<file path="src/rtl/video_timing.sv">
// Raster timing generator: current/next pixel coordinates, VGA syncs and frame markers.
// One tick per output pixel; vertical coordinates count logical lines of LINE_REPEAT raw lines.
module video_timing #(
    parameter int H_VISIBLE   = 320,
    parameter int H_FRONT     = 8,
    parameter int H_SYNC      = 48,
    parameter int H_BACK      = 24,
    parameter int V_VISIBLE   = 480,
    parameter int V_FRONT     = 10,
    parameter int V_SYNC      = 2,
    parameter int V_BACK      = 33,
    parameter int LINE_REPEAT = 2
) (
    input  logic       gpu_clk,
    input  logic       rst,
    input  logic       enable_i,
    output logic [8:0] current_x_o,
    output logic [8:0] current_y_o,
    output logic [8:0] next_x_o,
    output logic [8:0] next_y_o,
    output logic       hsync_o,
    output logic       vsync_o,
    output logic       visible_o,
    output logic       vblank_o,
    output logic       line_start_o,
    output logic       frame_start_o,
    output logic [7:0] frame_count_o
);

    localparam int H_TOTAL  = H_VISIBLE + H_FRONT + H_SYNC + H_BACK;
    localparam int V_TOTAL  = V_VISIBLE + V_FRONT + V_SYNC + V_BACK;
    localparam int LY_TOTAL = (LINE_REPEAT < 1) ? V_TOTAL
                            : (V_TOTAL + LINE_REPEAT - 1) / LINE_REPEAT;
    localparam int REP_W    = (LINE_REPEAT > 1) ? $clog2(LINE_REPEAT) : 1;

    localparam int HS_START = H_VISIBLE + H_FRONT;
    localparam int HS_END   = H_VISIBLE + H_FRONT + H_SYNC;
    localparam int VS_START = V_VISIBLE + V_FRONT;
    localparam int VS_END   = V_VISIBLE + V_FRONT + V_SYNC;

    localparam logic [8:0]       H_LAST   = 9'(H_TOTAL - 1);
    localparam logic [9:0]       V_LAST   = 10'(V_TOTAL - 1);
    localparam logic [REP_W-1:0] REP_LAST = REP_W'(LINE_REPEAT - 1);

    if (H_TOTAL > 512) begin : g_bad_h_total
        $error("video_timing: H_TOTAL exceeds 512");
    end
    if (V_TOTAL > 1024) begin : g_bad_v_total
        $error("video_timing: V_TOTAL exceeds 1024");
    end
    if (LINE_REPEAT < 1) begin : g_bad_repeat
        $error("video_timing: LINE_REPEAT must be at least 1");
    end
    if (LY_TOTAL > 512) begin : g_bad_ly_total
        $error("video_timing: logical line count exceeds 512");
    end

    // "next" copy of the raster position, one enabled tick ahead of the outputs
    logic [8:0]       nxt_h_reg;
    logic [9:0]       nxt_v_reg;
    logic [REP_W-1:0] nxt_rep_reg;
    logic [8:0]       nxt_ly_reg;

    logic [8:0]       cur_h_reg;
    logic [9:0]       cur_v_reg;
    logic [8:0]       cur_ly_reg;

    logic [8:0]       adv_h;
    logic [9:0]       adv_v;
    logic [REP_W-1:0] adv_rep;
    logic [8:0]       adv_ly;

    logic             hsync_reg;
    logic             vsync_reg;
    logic             visible_reg;
    logic             vblank_reg;
    logic             line_start_reg;
    logic             frame_start_reg;
    logic [7:0]       frame_count_reg;

    logic             nxt_line_start;
    logic             nxt_frame_start;

    always_comb begin
        adv_h   = nxt_h_reg + 9'd1;
        adv_v   = nxt_v_reg;
        adv_rep = nxt_rep_reg;
        adv_ly  = nxt_ly_reg;
        if (nxt_h_reg == H_LAST) begin
            adv_h = '0;
            if (nxt_v_reg == V_LAST) begin
                // a partial final logical line is abandoned at the frame wrap
                adv_v   = '0;
                adv_rep = '0;
                adv_ly  = '0;
            end else begin
                adv_v = nxt_v_reg + 10'd1;
                if (nxt_rep_reg == REP_LAST) begin
                    adv_rep = '0;
                    adv_ly  = nxt_ly_reg + 9'd1;
                end else begin
                    adv_rep = nxt_rep_reg + REP_W'(1);
                end
            end
        end
    end

    assign nxt_line_start  = (nxt_h_reg == 9'd0);
    assign nxt_frame_start = nxt_line_start && (nxt_v_reg == 10'd0);

    // Decodes are computed from the next copy so they land in step with the current copy.
    always_ff @(posedge gpu_clk or posedge rst) begin
        if (rst) begin
            nxt_h_reg       <= 9'd1;
            nxt_v_reg       <= '0;
            nxt_rep_reg     <= '0;
            nxt_ly_reg      <= '0;
            cur_h_reg       <= '0;
            cur_v_reg       <= '0;
            cur_ly_reg      <= '0;
            hsync_reg       <= 1'b1;
            vsync_reg       <= 1'b1;
            visible_reg     <= 1'b1;
            vblank_reg      <= 1'b0;
            line_start_reg  <= 1'b1;
            frame_start_reg <= 1'b1;
            frame_count_reg <= '0;
        end else if (enable_i) begin
            cur_h_reg       <= nxt_h_reg;
            cur_v_reg       <= nxt_v_reg;
            cur_ly_reg      <= nxt_ly_reg;
            nxt_h_reg       <= adv_h;
            nxt_v_reg       <= adv_v;
            nxt_rep_reg     <= adv_rep;
            nxt_ly_reg      <= adv_ly;
            hsync_reg       <= !((32'(nxt_h_reg) >= HS_START) && (32'(nxt_h_reg) < HS_END));
            vsync_reg       <= !((32'(nxt_v_reg) >= VS_START) && (32'(nxt_v_reg) < VS_END));
            visible_reg     <= (32'(nxt_h_reg) < H_VISIBLE) && (32'(nxt_v_reg) < V_VISIBLE);
            vblank_reg      <= (32'(nxt_v_reg) >= V_VISIBLE);
            line_start_reg  <= nxt_line_start;
            frame_start_reg <= nxt_frame_start;
            if (nxt_frame_start) begin
                frame_count_reg <= frame_count_reg + 8'd1;
            end
        end
    end

    assign current_x_o   = cur_h_reg;
    assign current_y_o   = cur_ly_reg;
    assign next_x_o      = nxt_h_reg;
    assign next_y_o      = nxt_ly_reg;
    assign hsync_o       = hsync_reg;
    assign vsync_o       = vsync_reg;
    assign visible_o     = visible_reg;
    assign vblank_o      = vblank_reg;
    assign line_start_o  = line_start_reg;
    assign frame_start_o = frame_start_reg;
    assign frame_count_o = frame_count_reg;

endmodule

</file>
<file path="config.mk">
export PLATFORM = sky130hd
export DESIGN_NAME = video_timing
export DESIGN_NICKNAME = d
export VERILOG_FILES = /design/src/rtl/video_timing.sv
export SDC_FILE = /design/constraint.sdc
export NUM_CORES = 1
export LEC_CHECK = 0
export CORE_MARGIN = 4
export CORE_UTILIZATION = 47
export DETAILED_ROUTE_END_ITERATION = 10
export HOLD_SLACK_MARGIN = 0.08
export PLACE_DENSITY = 0.76
export SYNTH_ARGS = -nofsm -noshare
export SYNTH_HDL_FRONTEND = slang
export SYNTH_SLANG_ARGS = --single-unit
</file>
<file path="constraint.sdc">
create_clock -name gpu_clk -period 1.71 [get_ports gpu_clk]
set_input_delay 0.171 -clock gpu_clk [delete_from_list [all_inputs] [get_ports gpu_clk]]
set_output_delay 0.171 -clock gpu_clk [all_outputs]
set_load 0.01 [all_outputs]
</file>
==> results.py, run 1 <==
metrics = {
    "critical_path": {
        "worstSetupPathType": "reg -> reg",
        "end_kind": "register",
        "worstPathMaxFanout": 13,
        "max_stage_delay_ns": 0.57,
        "reg2reg_slack_ns": -0.07,
        "timing.rr.start": "next_x_o[0]",
        "critPathSlowestCell": "dfstp_2",
        "crit_arrival_ns": 1.99,
        "cp.required_ns": 1.93,
        "timing.rr.end": "nxt_v_reg[4]",
        "worstPathCellList": "ha_4 > and4_4 > and3b_2 > buf_12 > nand3_1 > mux2_2",
        "startpoint_type": "register",
        "rr_worst_depth": 6,
    },
    "cts": {
        "cts_buffers": 9,
        "cts-root-buf": "clkbuf_8",
        "cts_max_level": 3,
        "cts_tree": "yes",
        "clkLatencyLatePin_ns": 0.33,
        "cts_sinks": 61,
        "path_clk_slew_ns": 0.07,
        "cts_hold_buf": 0,
        "cts.path.max_buffers": 2,
    },
    "logic_synthesis": {
        "ys_ff_latch": 61,
        "synthFlopType": "dfrtp_1",
        "yosysUniqueCellTypes": 43,
        "synth_seq_area_share": 0.525,
        "synth_cells": 260,
        "netlist_area_um2": 2920,
        "ys_warn_count": 0,
        "async_flop_share": 1.00,
        "syn_avg_cell_area_um2": 11.2,
        "synth_edf_count": 0,
        "syn-num-nets": 270,
    },
    "sta": {
        "rsz0062_at_grt": "true",
        "tightestPinTransition_ns": 0.444,
        "max_freq_mhz": 563,
        "maxSlewViolCount": 0,
        "tns_ns": -0.164,
        "whs_ns": 0.218,
        "slew-limit-headroom": 0.704,
        "finClkSkew_ns": 0.00940,
        "setup_viol": 7,
        "postLayoutSetupSlackWorst_ns": -0.0658,
        "finalHoldViolCount": 0,
        "post-route-min-period_ns": 1.78,
        "finalCritPeriodShare": 1.04,
    },
    "floorplan": {
        "row_count": 28,
        "start_util": 0.488,
        "die_y_um": 86.9,
        "fp.dieArea_um2": 7540,
        "dieWidth_um": 86.9,
        "core_region_area_um2": 5990,
        "io_pins": 53,
    },
    "route": {
        "dr.pass1.iters": 4,
        "wl_per_cell_um": 15.6,
        "remaining_drc_errors": 0,
        "ant_nets": 0,
        "totalWireLength_mm": 6.74,
        "dr_total_vias": 2364,
        "drtIter0Drc": 137,
        "drt-vias-per-instance": 5.48,
    },
    "final_layout": {
        "final_nets": 362,
        "area_delta_synth_final_pct": 39.7,
        "final_util": 0.682,
        "n_antenna_cell": 0,
        "postLayoutCellArea_um2": 4080,
        "largest_reg_flops": 10,
        "drive_gt1_frac": 0.292,
    },
    "pwr": {
        "p_sw_frac": 0.281,
        "p_leak_nw": 1.87,
        "power.net_switching_mw": 1.06,
        "p_clk_frac": 0.316,
        "p_int_mw": 2.71,
        "fin_total_pwr_mw": 3.77,
        "pwr-share-seq": 0.446,
        "power.density_nw_per_um2": 923,
        "max-vdd-ir-drop_mv": 0.903,
        "p_comb_frac": 0.238,
    },
    "min_path": {
        "min_path_type": "in -> async",
    },
    "status": {
        "violations": "setup timing",
        "status": "finished with violations",
    },
    "global_route": {
        "antenna_found_initial": 0,
        "grt_pass1_wl_mm": 11.0,
        "grtUsageTotal": 0.188,
        "grt_max_degree": 37,
        "grt_pass1_vias": 2250,
        "overflow": 0,
    },
    "placed_design": {
        "dp_hpwl_mm": 4.64,
        "dpl_cell_area_um2": 3770,
        "io_buffer_count": 52,
        "gp_congestion": 0.841,
    },
    "job": {
        "maxCapViolations": 0,
    },
}
## power groups by stage
stage,clock network (mW),registers (mW),logic (mW)
floorplan,0,1.77,0.327
global placement,0,1.70,0.840
detailed placement,0,1.70,0.863
CTS,1.21,1.68,0.866
global route,1.29,1.70,0.971
finish,1.19,1.68,0.896
## cells in the final DEF, fill, tap and decap left out, types with 2 or more instances in the layout
master	Yosys	final
a21o_1	2	2
a21oi_1	4	4
a22o_1	8	8
and2_1	4	4
and3_1	6	6
and4_1	4	3
buf_12	1	2
buf_4	3	36
buf_6	2	2
clkbuf_8	0	9
clkdlybuf4s50_1	0	51
clkinv_2	0	3
dfrtp_1	55	54
dfstp_2	6	6
ha_1	7	6
inv_1	13	12
mux2_2	20	19
nand2_1	12	12
nand3_1	8	7
nand4_1	11	11
nor2_1	17	16
nor2b_1	6	5
nor3_1	9	5
nor3_2	0	4
nor3b_1	3	2
nor4_4	0	3
o21ai_0	17	9
o21ai_1	1	8
o21ai_2	2	3
xnor2_1	5	5
xor2_1	11	11
## critical path: cells and delay by family (launching register included)
| kind | cells | cell delay (ns) |
|---|---|---|
| muxes | 1 | 0.28 |
| adders and majority gates | 1 | 0.14 |
| buffers and inverters | 1 | 0.14 |
| and+or+nand+nor | 3 | 0.54 |
| DFF | 1 | 0.57 |
## cell type report
type | instances | area, um2
fillers | 431 | 1910
flip-flops and latches | 61 | 1540
multi-input cells | 175 | 1370
repair buffers | 92 | 852
clock buffers | 10 | 128
well taps | 75 | 93.8
clock inverters | 5 | 52.6
inverters | 13 | 48.8
## synth_stat cells, drive strengths merged (8+ instances only)
cell | count | area, um2
a22o | 8 | 70.1
dfrtp | 55 | 1380
inv | 13 | 48.8
mux2 | 20 | 225
nand2 | 12 | 45.0
nand3 | 9 | 50.1
nand4 | 12 | 81.3
nor2 | 17 | 63.8
nor3 | 10 | 61.3
o21ai | 20 | 108
xor2 | 11 | 96.3
## logic make-up (layout without fill, tap and decap cells)
logic type                 after synthesis  in the layout  synth area share
adders and majority gates                7              7            0.0300
muxes                                   20             20            0.0771
xor gates and xnor gates                16             16            0.0479
buffers and inverters                   24            120            0.0458
AOI/OAI and AO/OA                       41             41            0.0912
DFF                                     61             61             0.525
and+or+nand+nor                         91             91             0.183
## metrics by stage
| stage | cells | setup slack [ns] |
|---|---|---|
| 6_report | 431 | -0.0658 |
| 5_1_grt | 431 | -0.109 |
| 4_1_cts | 427 | -0.0633 |
| 3_5_place_dp | 411 | -0.0960 |
| 3_3_place_gp | 411 | -0.0602 |
| 2_1_floorplan | 260 | -0.0606 |
## layer usage
layer  up-vias  share of wire  global-route usage
met2        56           0.50               0.298
met5         -              0                   0
li1       1120              -                   -
met1      1184           0.44               0.249
met3         4          0.052              0.0539
met4         0         0.0040              0.0581
## worst max-delay path by stage
stage,startpoint,endpoint,slack [ns],cells past startpoint
2_1_floorplan,next_x_o[0],next_y_o[2],-0.06,7
3_3_place_gp,enable_i,frame_count_o[1],-0.06,5
3_5_place_dp,enable_i,next_y_o[8],-0.1,7
4_1_cts,next_x_o[0],nxt_v_reg[4],-0.06,6
5_1_grt,next_x_o[0],nxt_v_reg[4],-0.11,6
6_report,next_x_o[0],nxt_v_reg[4],-0.07,6
## repair_timing
action / in CTS / in global routing
pin swaps: 1 / 2
gates resized for setup: 8 / 18
setup buffers: 1 / 4
setup endpoints to repair: 12 / 25
Note: power is estimated with default switching activity, not from simulation.
==> run 2, diff against run 1 <==
- CORE_UTILIZATION: 47 -> 54
- PLACE_DENSITY: 0.76 -> 0.82
- clock period: 1.71 -> 2.26 ns (I/O delays scaled with it)
==> run 2 against run 1 <==
Worst hold slack better by 0.0076 ns. Setup slack better by 0.23 ns. Sequential power is 21% lower. Count of clock-buffer cells in the layout is 2 higher. The flow now finishes without violations. Sequential cell count stayed put. First-iteration DRC count is 25% lower. Wire length is 9.2% lower. Cell area is 8.3% lower. Highest routed layer unchanged. Core utilization is 4.2 points higher. Combinational power is 47% lower.
==> results.py, run 2 (same netlist as run 1, synthesis figures left out) <==
metrics = {
    "global_route": {
        "grt_max_degree": 40,
        "overflow": 0,
        "antenna_found_initial": 0,
        "grtUsageTotal": 0.209,
        "grt_pass1_vias": 2196,
        "grt_pass1_wl_mm": 10.5,
    },
    "floorplan": {
        "core_region_area_um2": 5170,
        "start_util": 0.565,
        "io_pins": 53,
        "row_count": 26,
        "die_y_um": 81.6,
        "fp.dieArea_um2": 6650,
        "dieWidth_um": 81.6,
    },
    "cts": {
        "cts_max_level": 3,
        "cts_sinks": 61,
        "cts_buffers": 9,
        "path_clk_slew_ns": 0.07,
        "cts-root-buf": "clkbuf_8",
        "cts.path.max_buffers": 2,
        "cts_setup_buffers": 0,
        "cts_tree": "yes",
        "cts_hold_buf": 0,
        "clkLatencyLatePin_ns": 0.34,
    },
    "placed_design": {
        "gp_congestion": 0.842,
        "preCtsSetupSlack_ns": 0.160,
        "dp_hpwl_mm": 4.12,
        "io_buffer_count": 52,
    },
    "sta": {
        "slew-limit-headroom": 0.680,
        "finClkSkew_ns": 0.00918,
        "finalCritPeriodShare": 0.926,
        "tns_ns": 0,
        "maxSlewViolCount": 0,
        "finalHoldViolCount": 0,
        "setup_viol": 0,
        "whs_ns": 0.225,
        "postLayoutSetupSlackWorst_ns": 0.168,
        "post-route-min-period_ns": 2.09,
        "tightestPinTransition_ns": 0.480,
        "max_freq_mhz": 478,
        "rsz0062_at_grt": "false",
    },
    "route": {
        "ant_nets": 0,
        "wl_per_cell_um": 15.6,
        "drt-vias-per-instance": 5.55,
        "dr.pass1.iters": 4,
        "drtIter0Drc": 103,
        "dr_total_vias": 2183,
        "remaining_drc_errors": 0,
        "totalWireLength_mm": 6.12,
    },
    "status": {
        "status": "completed",
    },
    "critical_path": {
        "reg2reg_slack_ns": 0.17,
        "critPathSlowestCell": "dfstp_2",
        "startpoint_type": "register",
        "cp.required_ns": 2.48,
        "rr_worst_depth": 6,
        "crit_arrival_ns": 2.31,
        "worstSetupPathType": "reg -> reg",
        "cp_num_buf_inv": 1,
        "timing.rr.end": "nxt_v_reg[4]",
        "end_kind": "register",
        "crit_family": "simple AND/OR/NAND/NOR gates",
        "worstPathCellList": "ha_1 > and4_1 > and3b_1 > buf_12 > nand3_1 > mux2_2",
        "timing.rr.start": "next_x_o[0]",
        "worstPathMaxFanout": 15,
        "max_stage_delay_ns": 0.58,
    },
    "job": {
        "maxCapViolations": 0,
    },
    "pwr": {
        "p_leak_nw": 1.69,
        "max-vdd-ir-drop_mv": 0.428,
        "power.density_nw_per_um2": 773,
    },
    "final_layout": {
        "drive_gt1_frac": 0.176,
        "largest_reg_flops": 10,
        "regArea_um2": 1530,
        "multi_input_area_um2": 1260,
        "layout_commonest_cell": "dfrtp_1",
        "area_delta_synth_final_pct": 28.1,
        "final_nets": 328,
        "n_antenna_cell": 0,
        "layout_common_cells": "dfrtp_1 (55), clkdlybuf4s50_1 (52), mux2_2 (20), o21ai_0 (17), nor2_1 (16)",
        "fillers": 372,
    },
    "min_path": {
        "min_path_type": "in -> async",
    },
}
[run 2: layer usage]
layer | part of all wire | up-vias | global-route usage
met5 | 0 | - | 0
met2 | 0.48 | 51 | 0.341
met4 | 0.023 | 0 | 0.105
li1 | - | 1047 | -
met1 | 0.45 | 1071 | 0.262
met3 | 0.047 | 14 | 0.0471
[run 2: repair_timing]
action                     in CTS  in global routing
setup endpoints to repair       0                  1
hold endpoints to repair        0                  0
gates resized for setup         0                  1
[run 2: report_power, final]
| part | leakage, nW | switching [mW] | internal, mW | total, mW |
|---|---|---|---|---|
| Combinational | 0.775 | 0.210 | 0.268 | 0.478 |
| Sequential | 0.798 | 0.137 | 1.19 | 1.33 |
| Clock | 0.116 | 0.412 | 0.678 | 1.09 |
[run 2: layout make-up]
type	count	share of cell area
Inverter	13	0.0130
Tap cell	70	0.0234
Sequential cell	61	0.410
Timing Repair Buffer	58	0.158
Clock inverter	4	0.0187
Clock buffer	12	0.0414
Multi-Input combinational cell	175	0.336
[run 2: worst reg2reg max path: stages (launching register included)]
cell and delay [ns]:
dfstp_2 0.58, ha_1 0.26, and4_1 0.28, and3b_1 0.32, buf_12 0.18, nand3_1 0.08, mux2_2 0.27
[run 2: how the worst max path moves through the flow]
stage / startpoint / end / slack, ns / depth (start not counted)
after floorplan: next_x_o[0] / next_y_o[2] / 0.40 / 7
after global placement: next_x_o[0] / next_y_o[1] / 0.22 / 5
after detailed placement: next_x_o[0] / next_y_o[1] / 0.16 / 5
after CTS: next_x_o[0] / next_y_o[1] / 0.15 / 5
after global routing: nxt_v_reg[0] / next_y_o[7] / 0.06 / 7
final: next_x_o[0] / nxt_v_reg[4] / 0.17 / 6
[run 2: metrics by stage]
step / cells / util / instance area (um2) / total power [mW]
2_1_floorplan: 260 / - / 2920 / 1.57
3_3_place_gp: 377 / 0.680 / 3520 / 1.81
3_5_place_dp: 377 / 0.680 / 3520 / 1.83
4_1_cts: 393 / 0.723 / 3740 / 2.92
5_1_grt: 393 / 0.724 / 3740 / 3.02
6_report: 393 / 0.724 / 3740 / 2.89
==> run 3, diff against run 2 <==
- CORE_MARGIN: 4 -> 3
==> run 3 against run 2 <==
Wire length is 0.65% higher. Combinational power is 0.8% lower. Core utilization is 0.77 points lower. Sequential power hardly changed. Worst hold slack better by 0.044 ns. Maximum frequency is 1.7% lower. Critical path type unchanged. Clock power is 14% lower. Critical endpoint is now next_y_o[1]. Die area is 4.8% lower. Count of clock-buffer cells in the layout is 1 lower.
==> results.py, run 3 (same netlist as run 1, synthesis figures left out) <==
metrics = {
    "final_layout": {
        "layout_common_cells": "dfrtp_1 (55), clkdlybuf4s50_1 (52), mux2_2 (20), o21ai_0 (17), nor2_1 (17)",
        "fillers": 371,
        "largest_reg_flops": 10,
        "multi_input_area_um2": 1260,
        "drive_gt1_frac": 0.179,
        "area_delta_synth_final_pct": 26.7,
        "regArea_um2": 1530,
        "postLayoutCellArea_um2": 3700,
        "n_antenna_cell": 0,
        "layout_commonest_cell": "dfrtp_1",
        "final_nets": 329,
    },
    "sta": {
        "setup_viol": 0,
        "finalCritPeriodShare": 0.942,
        "tns_ns": 0,
        "tightestPinTransition_ns": 0.624,
        "post-route-min-period_ns": 2.13,
        "slew-limit-headroom": 0.583,
        "maxSlewViolCount": 0,
        "finalHoldViolCount": 0,
        "finClkSkew_ns": 0.00462,
        "max_freq_mhz": 470,
        "rsz0062_at_grt": "false",
    },
    "cts": {
        "clkLatencyLatePin_ns": 0.33,
        "cts_max_level": 3,
        "path_clk_slew_ns": 0.07,
        "cts_buffers": 9,
        "cts_sinks": 61,
        "cts.path.max_buffers": 2,
        "cts_tree": "yes",
        "cts-root-buf": "clkbuf_8",
    },
    "global_route": {
        "antenna_found_initial": 0,
        "overflow": 0,
        "grt_pass1_wl_mm": 10.6,
        "grtUsageTotal": 0.219,
        "grt_pass1_vias": 2235,
        "grt_max_degree": 62,
    },
    "critical_path": {
        "worstPathCellList": "ha_1 > and4_1 > nand4_2 > nor2_1 > a32o_1",
        "cp.required_ns": 2.53,
        "rr_worst_depth": 5,
        "timing.rr.end": "next_y_o[1]",
        "startpoint_type": "register",
        "worstSetupPathType": "reg -> reg",
        "crit_arrival_ns": 2.40,
        "critPathSlowestCell": "dfstp_2",
        "timing.rr.start": "next_x_o[0]",
        "reg2reg_slack_ns": 0.13,
        "max_stage_delay_ns": 0.60,
        "worstPathMaxFanout": 8,
        "end_kind": "register",
    },
    "route": {
        "drtIter0Drc": 99,
        "ant_nets": 0,
        "dr.pass1.iters": 4,
        "remaining_drc_errors": 0,
        "drt-vias-per-instance": 5.74,
        "wl_per_cell_um": 15.6,
        "dr_total_vias": 2260,
        "totalWireLength_mm": 6.16,
    },
    "placed_design": {
        "dpl_cell_area_um2": 3510,
        "gp_congestion": 0.836,
        "dp_hpwl_mm": 4.15,
        "io_buffer_count": 52,
    },
    "floorplan": {
        "dieWidth_um": 79.6,
        "row_count": 26,
        "io_pins": 53,
        "fp.dieArea_um2": 6330,
        "core_region_area_um2": 5170,
        "start_util": 0.565,
        "die_y_um": 79.6,
    },
    "pwr": {
        "max-vdd-ir-drop_mv": 0.427,
        "power.density_nw_per_um2": 741,
        "fin_total_pwr_mw": 2.74,
        "p_leak_nw": 1.68,
    },
    "job": {
        "maxCapViolations": 0,
    },
    "min_path": {
        "min_path_type": "in -> async",
    },
    "status": {
        "status": "completed",
    },
}
-- run 3: cell types whose count changed in the layout (fill, tap and decap cells not counted), sizes merged --
cell and delta:
clkinv +2, bufinv -1, buf +1, clkbuf -1
-- run 3: worst max path at each step --
stage                           start           to  slack (ns)  cells past startpoint
after global placement    next_x_o[0]  next_y_o[0]        0.11                      5
final                     next_x_o[0]  next_y_o[1]        0.13                      5
after CTS                 next_x_o[0]  next_y_o[0]        0.01                      5
after global routing      next_x_o[0]  next_y_o[1]       0.006                      5
after floorplan           next_x_o[0]  next_y_o[2]        0.40                      7
after detailed placement  next_x_o[0]  next_y_o[0]        0.03                      5
-- run 3: layout make-up --
class	instances	area share
sequential	61	0.414
clock inverter	5	0.0135
timing repair buffer	59	0.158
tap	70	0.0236
clock buffer	11	0.0382
multi-input combinational	175	0.339
inverter	13	0.0132
-- run 3: critical path, delay by kind of cell (launching register included) --
| kind | cells | cell delay (ns) |
|---|---|---|
| and+or+nand+nor | 3 | 0.94 |
| AOI/OAI and AO/OA | 1 | 0.26 |
| DFF | 1 | 0.60 |
| adders and majority gates | 1 | 0.26 |
-- run 3: through the flow --
step | setup WS [ns] | cells | utilization | hold slack (ns)
after floorplan | 0.404 | 260 | - | 0.355
after global placement | 0.113 | 378 | 0.679 | 0.461
after detailed placement | 0.0331 | 378 | 0.679 | 0.465
after CTS | 0.0111 | 394 | 0.716 | 0.282
after global routing | 0.00600 | 394 | 0.716 | 0.300
final | 0.132 | 394 | 0.716 | 0.269
-- run 3: report_power, final --
part	switching, mW	total [mW]	internal [mW]
Clock	0.408	0.940	0.532
Combinational	0.206	0.474	0.268
Sequential	0.139	1.33	1.19
Total	0.753	2.74	1.99
-- run 3: layer usage --
metal  global-route usage  share of wire
met1                0.278           0.45
met2                0.347           0.48
met3               0.0553          0.051
met4                0.108          0.025
met5                    0              0
-- run 3: timing repair --
action	4_1_cts	5_1_grt
endpoints found under the setup margin	0	10
gates resized for setup	0	1
hold buffers	0	0
buffers inserted	0	0
==> edit, RTL diff (settings of run 1) <==
Change the parameter `LINE_REPEAT` from 2 to 4.
--- a/src/rtl/video_timing.sv
+++ b/src/rtl/video_timing.sv
@@ -11,3 +11,3 @@
     parameter int V_BACK      = 33,
-    parameter int LINE_REPEAT = 2
+    parameter int LINE_REPEAT = 4
 ) (
Behaviour: no difference found for any inputs over 10 cycles, from zero or initial values and one cycle with rst high; that may be too few to reach the edited logic, so the function may still have changed.
==> edit against run 1 <==
  * The flow still finishes with violations (negative setup slack)
  * Sequential power about the same
  * Clock skew fell by 0.0038 ns
  * Synthesized area decreased by 2.7%
  * Setup slack got worse by 0.27 ns
  * Cell count grew 4.2%
  * Sequential cell count grew 1
  * Routed wire length up 4.5%
  * Power is 2.2% higher
  * Cell area grew 2.2%
  * Critical endpoint is now next_y_o[7]
  * Largest cell class unchanged
==> edit: results (changes against run 1) <==
[cells_and_area]
inverters=9  ; -4
buf_share_pct=22.3  ; +1.4 points
n_all_buffers=101  ; +9.8%
clkbuf_count=12  ; +2
final_nets=380  ; +5.0%
area_delta_synth_final_pct=46.8
drive_gt1_share_pct=31.3  ; +2.1 points
seq_share_pct=37.4  ; -0.23 points
nFillCells=422  ; -2.1%
multi_input_area_sq_um=1360  ; -1.4%
clk_share_pct=4.80  ; +0.39 points

[routing]
wl_met2_mm=3.44  ; +1.5%
met3WireLength_microns=268  ; -24%
finalWirelength_mm=7.04  ; +4.5%
wl_met1_mm=3.18  ; +7.0%
top_layer=met4
viasPerCell=5.35  ; -2.5%
drtIter0Drc=78  ; -43%

[placement]
placed_area_sq_um=3750  ; -0.56%
place_hpwl_mm=4.76  ; +2.6%
finalWeightedCongestion=0.843  ; +0.33%

[setup_path]
worstPathArrival_ns=2.25  ; +0.26 ns
crit_fanout=8  ; -5

[sta]
skew_ns=0.00557  ; -0.00383 ns
setup_violations=21  ; +14
setup_ws_ns=-0.337  ; -0.271 ns
maxSlewHeadroom_pct=71.4  ; +1.0 points
fin_tns_setup_ns=-4.30  ; -4.14 ns

[synth]
yosys_most_used_dff=dfrtp_1
syn_nets=279  ; +3.3%
synthTopCellsByArea=dfrtp_1 (49%), mux2_2 (6.7%), dfstp_2 (5.5%)
ys_ff_latch=62  ; +1.6%
ys_types=37  ; -14%
ys_seq_area_share_pct=54.8  ; +2.4 points
synth_commonest_cells=dfrtp_1 (56), nand2_1 (28), o21ai_0 (27)

[cts]
cts_resized=24  ; +16
htreeDepth=3  ; unchanged
cts_setup_buffers=6  ; +5

[outcome]
violations=negative setup slack
outcome=finished with violations

[global_route]
grt_usage_pct=19.8  ; +1.1 points
grt_max_degree=23  ; -38%
grt_pass1_wl_mm=11.3  ; +2.9%

[power]
leakagePower_nw=1.91  ; +2.1%
power_density_nw_per_um2=923  ; about the same
pwr-share-seq_pct=43.7  ; -0.9 points
peakVddDrop_mv=0.713  ; -21%
combPwrFrac_pct=22.7  ; -1.1 points
p_switching_w=0.00103  ; -3.1%

[edit: cell types whose count changed in the layout (fill, tap and decap cells not counted), moves of 4 or more]
| cell | run 1 | this run |
|---|---|---|
| o21ai_0 | 9 | 17 |
| xor2_1 | 11 | 7 |
| nor2_1 | 16 | 11 |
| inv_1 | 12 | 8 |
| nor2_4 | 0 | 4 |
| buf_4 | 36 | 43 |
| a22o_1 | 8 | 2 |
| nand2_1 | 12 | 27 |
[edit: per-layer routing]
metal  up-vias  track usage (%)
met5         -                0
met4         0             11.4
met3        14             3.94
met2        65             30.3
met1      1169             26.3
li1       1152                -
[edit: final timing paths]
| path | endpoint | cells past startpoint |
|---|---|---|
| max in group asynchronous | next_x_o[0] | 3 |
| worst max register to register | next_y_o[7] | 8 |
| worst min-delay path | nxt_v_reg[1] | 2 |
| min in group gpu_clk | frame_count_o[7] | 1 |
| worst min register to register | frame_count_o[7] | 1 |
| worst max-delay path | next_y_o[7] | 8 |
[edit: through the flow]
stage / worst slack (ns) / cells / hold WS [ns] / util [%]
2_1_floorplan: -0.397 / 268 / 0.463 / -
3_3_place_gp: -0.290 / 423 / 0.456 / 63.7
3_5_place_dp: -0.323 / 423 / 0.462 / 63.7
4_1_cts: -0.275 / 445 / 0.161 / 69.2
5_1_grt: -0.406 / 449 / 0.199 / 70.9
6_report: -0.337 / 449 / 0.158 / 70.9
[edit: cell families (layout without fill, tap and decap cells)]
| family | count (synthesis) | after routing | share of synthesized area (%) |
|---|---|---|---|
| buf+inv | 20 | 126 | 2.73 |
| flops | 62 | 62 | 54.8 |
| xor+xnor | 14 | 14 | 4.31 |
| fa+ha+maj | 8 | 8 | 3.52 |
| simple gates | 99 | 99 | 18.0 |
| mux | 18 | 18 | 7.09 |
| compound gates | 47 | 47 | 9.55 |
